<file path="src/rtl/imem_loader_pkg.sv">
// Shared definitions for the instruction-memory loader: loader states and
// the geometry of the instruction memory it fills.
package imem_loader_pkg;

    // Instruction memory geometry, shared with the instruction memory and the PC.
    localparam int LOADER_DEPTH  = 16;
    localparam int LOADER_ADDR_W = 4;

    // Loader session states.
    typedef enum logic [2:0] {
        IDLE = 3'd0,
        LEN  = 3'd1,
        DATA = 3'd2,
        CSUM = 3'd3,
        DONE = 3'd4,
        ERR  = 3'd5
    } loader_state_t;

endpackage

</file>
<file path="src/rtl/imem_loader.sv">
// Receives a framed program (LEN, LEN instruction bytes, CSUM) over a
// valid/ready byte stream, writes the bytes into the instruction memory and
// keeps the CPU in reset until the whole program has been loaded and its
// checksum has matched.
module imem_loader
    import imem_loader_pkg::*;
#(
    parameter int ADDR_W = LOADER_ADDR_W,
    parameter int DATA_W = 8,
    parameter int DEPTH  = LOADER_DEPTH
) (
    input  logic              clk,
    input  logic              reset,
    input  logic              start,
    input  logic              in_valid,
    input  logic [DATA_W-1:0] in_data,
    output logic              in_ready,
    output logic              mem_we,
    output logic [ADDR_W-1:0] mem_addr,
    output logic [DATA_W-1:0] mem_wdata,
    output logic              cpu_reset,
    output logic              done,
    output logic              error,
    output logic [ADDR_W:0]   word_count
);

    // Largest legal LEN value, at the stream byte width.
    localparam logic [DATA_W-1:0] MAX_LEN = DATA_W'(DEPTH);

    loader_state_t     state_q, state_d;
    logic              mem_we_q, mem_we_d;
    logic [ADDR_W-1:0] mem_addr_q, mem_addr_d;
    logic [DATA_W-1:0] mem_wdata_q, mem_wdata_d;
    logic              cpu_reset_q, cpu_reset_d;
    logic              done_q, done_d;
    logic              error_q, error_d;
    logic [ADDR_W:0]   word_count_q, word_count_d;
    logic [ADDR_W:0]   length_q, length_d;
    logic [DATA_W-1:0] sum_q, sum_d;
    logic              in_ready_s;
    logic              xfer_s;

    // The loader only listens to the stream while a frame is in progress.
    assign in_ready_s = (state_q == LEN) || (state_q == DATA) || (state_q == CSUM);
    assign xfer_s     = in_valid && in_ready_s;

    // Next-state and next-output logic for the load session.
    always_comb begin
        state_d      = state_q;
        mem_we_d     = 1'b0;
        mem_addr_d   = mem_addr_q;
        mem_wdata_d  = mem_wdata_q;
        word_count_d = word_count_q;
        length_d     = length_q;
        sum_d        = sum_q;

        case (state_q)
            IDLE, DONE, ERR: begin
                // A new session always starts from a clean count and checksum.
                if (start) begin
                    state_d      = LEN;
                    word_count_d = '0;
                    sum_d        = '0;
                end else begin
                    state_d = state_q;
                end
            end
            LEN: begin
                if (xfer_s) begin
                    if ((in_data == {DATA_W{1'b0}}) || (in_data > MAX_LEN)) begin
                        state_d = ERR;
                    end else begin
                        length_d = in_data[ADDR_W:0];
                        state_d  = DATA;
                    end
                end else begin
                    state_d = LEN;
                end
            end
            DATA: begin
                if (xfer_s) begin
                    mem_we_d     = 1'b1;
                    mem_addr_d   = word_count_q[ADDR_W-1:0];
                    mem_wdata_d  = in_data;
                    word_count_d = word_count_q + {{ADDR_W{1'b0}}, 1'b1};
                    sum_d        = sum_q + in_data;
                    if (word_count_d == length_q) begin
                        state_d = CSUM;
                    end else begin
                        state_d = DATA;
                    end
                end else begin
                    state_d = DATA;
                end
            end
            CSUM: begin
                if (xfer_s) begin
                    if (in_data == sum_q) begin
                        state_d = DONE;
                    end else begin
                        state_d = ERR;
                    end
                end else begin
                    state_d = CSUM;
                end
            end
            default: begin
                state_d = IDLE;
            end
        endcase

        // Status flags follow the state they describe, on the same edge.
        done_d      = (state_d == DONE);
        error_d     = (state_d == ERR);
        cpu_reset_d = (state_d != DONE);
    end

    // State and output registers; reset aborts any session and drops a pending write.
    always_ff @(posedge clk) begin
        if (reset) begin
            state_q      <= IDLE;
            mem_we_q     <= 1'b0;
            mem_addr_q   <= '0;
            mem_wdata_q  <= '0;
            cpu_reset_q  <= 1'b1;
            done_q       <= 1'b0;
            error_q      <= 1'b0;
            word_count_q <= '0;
            length_q     <= '0;
            sum_q        <= '0;
        end else begin
            state_q      <= state_d;
            mem_we_q     <= mem_we_d;
            mem_addr_q   <= mem_addr_d;
            mem_wdata_q  <= mem_wdata_d;
            cpu_reset_q  <= cpu_reset_d;
            done_q       <= done_d;
            error_q      <= error_d;
            word_count_q <= word_count_d;
            length_q     <= length_d;
            sum_q        <= sum_d;
        end
    end

    assign in_ready   = in_ready_s;
    assign mem_we     = mem_we_q;
    assign mem_addr   = mem_addr_q;
    assign mem_wdata  = mem_wdata_q;
    assign cpu_reset  = cpu_reset_q;
    assign done       = done_q;
    assign error      = error_q;
    assign word_count = word_count_q;

endmodule

</file>
<file path="config.mk">
export PLATFORM = sky130hd
export DESIGN_NAME = imem_loader
export DESIGN_NICKNAME = d
export VERILOG_FILES = /design/src/rtl/imem_loader_pkg.sv /design/src/rtl/imem_loader.sv
export SDC_FILE = /design/constraint.sdc
export NUM_CORES = 1
export LEC_CHECK = 0
export CORE_MARGIN = 2
export CORE_UTILIZATION = 50
export CTS_CLUSTER_SIZE = 12
export DETAILED_ROUTE_END_ITERATION = 16
export GPL_ROUTABILITY_DRIVEN = 0
export PLACE_DENSITY_LB_ADDON = 0.25
export SYNTH_ARGS = -nofsm -noshare
export SYNTH_HDL_FRONTEND = slang
export SYNTH_SLANG_ARGS = --single-unit
</file>
<file path="constraint.sdc">
create_clock -name clk -period 5.2 [get_ports clk]
set_clock_uncertainty 0.1 [all_clocks]
set_input_delay 1.04 -clock clk [delete_from_list [all_inputs] [get_ports clk]]
set_output_delay 1.04 -clock clk [all_outputs]
set_load 0.01 [all_outputs]
</file>
==> results_dict.tcl <==
set metrics [dict create \
    critPathArrivalTime_ns 3.24 \
    fmax_mhz 323 \
    status "complete, no violations" \
    die_x_um 65.2 \
    synthDistinctLibCells 48 \
    synth-edff-count 0 \
    p_comb_share_pct 8.7 \
    drc 0 \
    required_ns 5.34 \
    internal_power_w 0.000466 \
    tns_ns 0 \
    grt_pass1_vias 1473 \
    synthFlopType "dfxtp_1" \
    routed_wirelength_mm 3.83 \
    regArea_um2 741 \
    cp_top_family "simple AND/OR/NAND/NOR gates" \
    start_util_pct 51.5 \
    crit_buf_inv 1 \
    cts_tree "yes" \
    drtIter0Drc 78 \
    hpwlAfterDp_mm 2.73 \
    antenna_found_initial 0 \
    leakagePower_nw 0.935 \
    slowest_delay_ns 0.76 \
    synth_most_common_cell "dfxtp_1" \
    grt_pass1_wl_mm 6.64 \
    row_count 22 \
    first_pass_iters 4 \
    vias 1591 \
    rr_worst_depth 5 \
    worstPathMaxFanout 21 \
    hold_buffers 0 \
    final_util_pct 64.5 \
    critPathCaptureType "flop" \
    ir_drop_uv 128 \
    coreArea_mm2 0.00363 \
    seq_power_share_pct 48.1 \
    htreeDepth 2 \
    synth_common_cells "37 x dfxtp_1, 28 x nand2_1, 21 x a21oi_1, 21 x nor2_1" \
    final_net_count 265 \
    clk_pin_slew_worst_paths_ns 0.07 \
    pwr-share-clk_pct 43.2 \
    setup_viol_count_final 0 \
    slew_headroom_pct 37.2 \
    ant_nets 0 \
    netSwitchingFraction_pct 22.4 \
    postSynthCellCount 213 \
    hold_violations 0 \
    worstMarginPinSlew_ns 0.937 \
    clockBufferDepth 2 \
    layoutNonFillerInstCount 293 \
    numCtsBuffers 5 \
    grt-ovfl-total 0 \
    multi_input_area_mm2 0.00107 \
    synthTopCellsByArea "dfxtp_1 40%, a21oi_1 5.6%, nand2_1 5.6%, ha_1 5.3%, mux2i_1 4.3%" \
    stdcell_area_mm2 0.00234 \
    synth.avg_cell_area_um2 8.79 \
    critPathSlowestCell "nand4bb_1" \
    post-cts-setup-buffer-count 0 \
    grt_max_degree 33 \
    path_class "input port to flop" \
    cp_common_cell "a41o_1" \
    layout-drive-gt1-share_pct 6.12 \
    cts-root-buf "clkbuf_8" \
    min_period_ns 3.10 \
    maxCapViolCount 0 \
    p_switching_w 0.000135 \
    grt_usage_pct 20.0 \
    syn_area_mm2 0.00187 \
    place_inst 285 \
    slew_viol_final 0 \
    io_pins 34 \
    start_kind "input port" \
    critical_path.cell_chain "clkdlybuf4s50_1 > nand4bb_1 > nor3_1 > a41o_1 > a41o_1 > nor2b_1" \
    crit_cells 6 \
    antenna_cells 0 \
    yosysWarnings 0 \
    fillCellCount 332 \
    fp.dieH_um 65.2 \
    worstSkewPairLatency_ns 0.29 \
    drt-vias-per-instance 5.43 \
    portBuffers 33 \
    ctsResizeCount 0 \
    dieArea_mm2 0.00425 \
    synth_top_area_share_pct 39.5 \
    syn2layout_area_growth_pct 25.1 \
    place_area_mm2 0.00223 \
    hp-class "flop to flop" \
    wl_per_cell_um 13.1 \
    clock_sinks 37 \
    period_share_pct 59.6 \
    ys_seq_area_share_pct 39.5 \
    powerDensity_mw_per_mm2 257 \
    synth.largest_area_cell "dfxtp_1" \
    synth_nets 234 \
    ys_ff_latch 37 \
    synthArstFlopShare_pct 0 \
    min_path_cells 2 \
    rsz0062_at_grt "no" \
]
## routing by layer
metal  global-route usage [%]  up-vias  wire length [µm]
li1                         -      807                 -
met1                     24.5      758              1750
met2                     34.1       22              1900
met3                     5.31        4               135
met4                     6.25        0                41
met5                        0        -                 0
## power groups by stage
stage,combinational [W],sequential [W],clock (W)
floorplan,0.0000304,0.000294,0
global placement,0.0000519,0.000295,0
detailed placement,0.0000521,0.000296,0
CTS,0.0000524,0.000289,0.000263
global route,0.0000572,0.000289,0.000276
finish,0.0000521,0.000289,0.000260
## cell type report
| cell class | instances | share of cell area (%) |
|---|---|---|
| Tap cell | 48 | 2.56 |
| Timing Repair Buffer | 34 | 14.4 |
| Clock inverter | 1 | 1.28 |
| Multi-Input combinational cell | 162 | 45.8 |
| Inverter | 4 | 0.641 |
| Sequential cell | 37 | 31.6 |
| Clock buffer | 7 | 3.69 |
## path summary, 6_finish.rpt
check	to	startpoint	slack (ns)
hold / removal	mem_wdata[5]	mem_wdata[5]	0.36
hold reg to reg	mem_wdata[5]	mem_wdata[5]	0.36
setup / recovery	error	in_valid	2.10
setup reg to reg	error	state_q[1]	2.79
## sequential cells by signal, indices dropped and copies added, names as in the netlist
signal,count
length_q,5
error,1
sum_q,8
mem_addr,4
mem_we,1
state_q,3
word_count,5
mem_wdata,8
cpu_reset,1
done,1
## tightest hold or removal path, cell delays in order (launching register included)
cell and delay (ns):
dfxtp_1 0.31, nand2_1 0.05, a21oi_1 0.05
## cell families (layout without fill, tap and decap cells)
logic type                 Yosys count  after routing  synth area share [%]
AOI/OAI and AO/OA                   50             50                  17.2
buffers and inverters               14             46                  3.21
and+or+nand+nor                     80             80                  22.2
muxes                                9              9                  4.88
DFF                                 37             37                  39.5
xor gates and xnor gates            14             14                  6.55
adders and majority gates            9              9                  6.41
## stage by stage
step                      hold WS, ns  total power (W)  setup slack, ns
after floorplan                 0.352         0.000324             2.51
after global placement          0.345         0.000347             1.89
after detailed placement        0.349         0.000348             1.78
after CTS                       0.358         0.000604             2.08
after global routing            0.383         0.000622             1.95
final                           0.358         0.000601             2.10
## cells in the final DEF, fill, tap and decap left out, types with 2 or more instances in the layout
master / instances
dfxtp_1: 37
clkdlybuf4s50_1: 33
nand2_1: 28
nor2_1: 21
a21oi_1: 21
xnor2_1: 8
mux2i_1: 8
ha_1: 8
a22oi_1: 7
xor2_1: 6
clkbuf_8: 6
nand3b_1: 4
inv_1: 4
nor3_1: 3
nand3_1: 3
nor2b_1: 3
o21ai_1: 3
or3_1: 3
a21o_1: 3
nor4_1: 2
a41o_1: 2
o211ai_1: 2
o21ai_0: 2
Power figures use the tool's default switching activity.
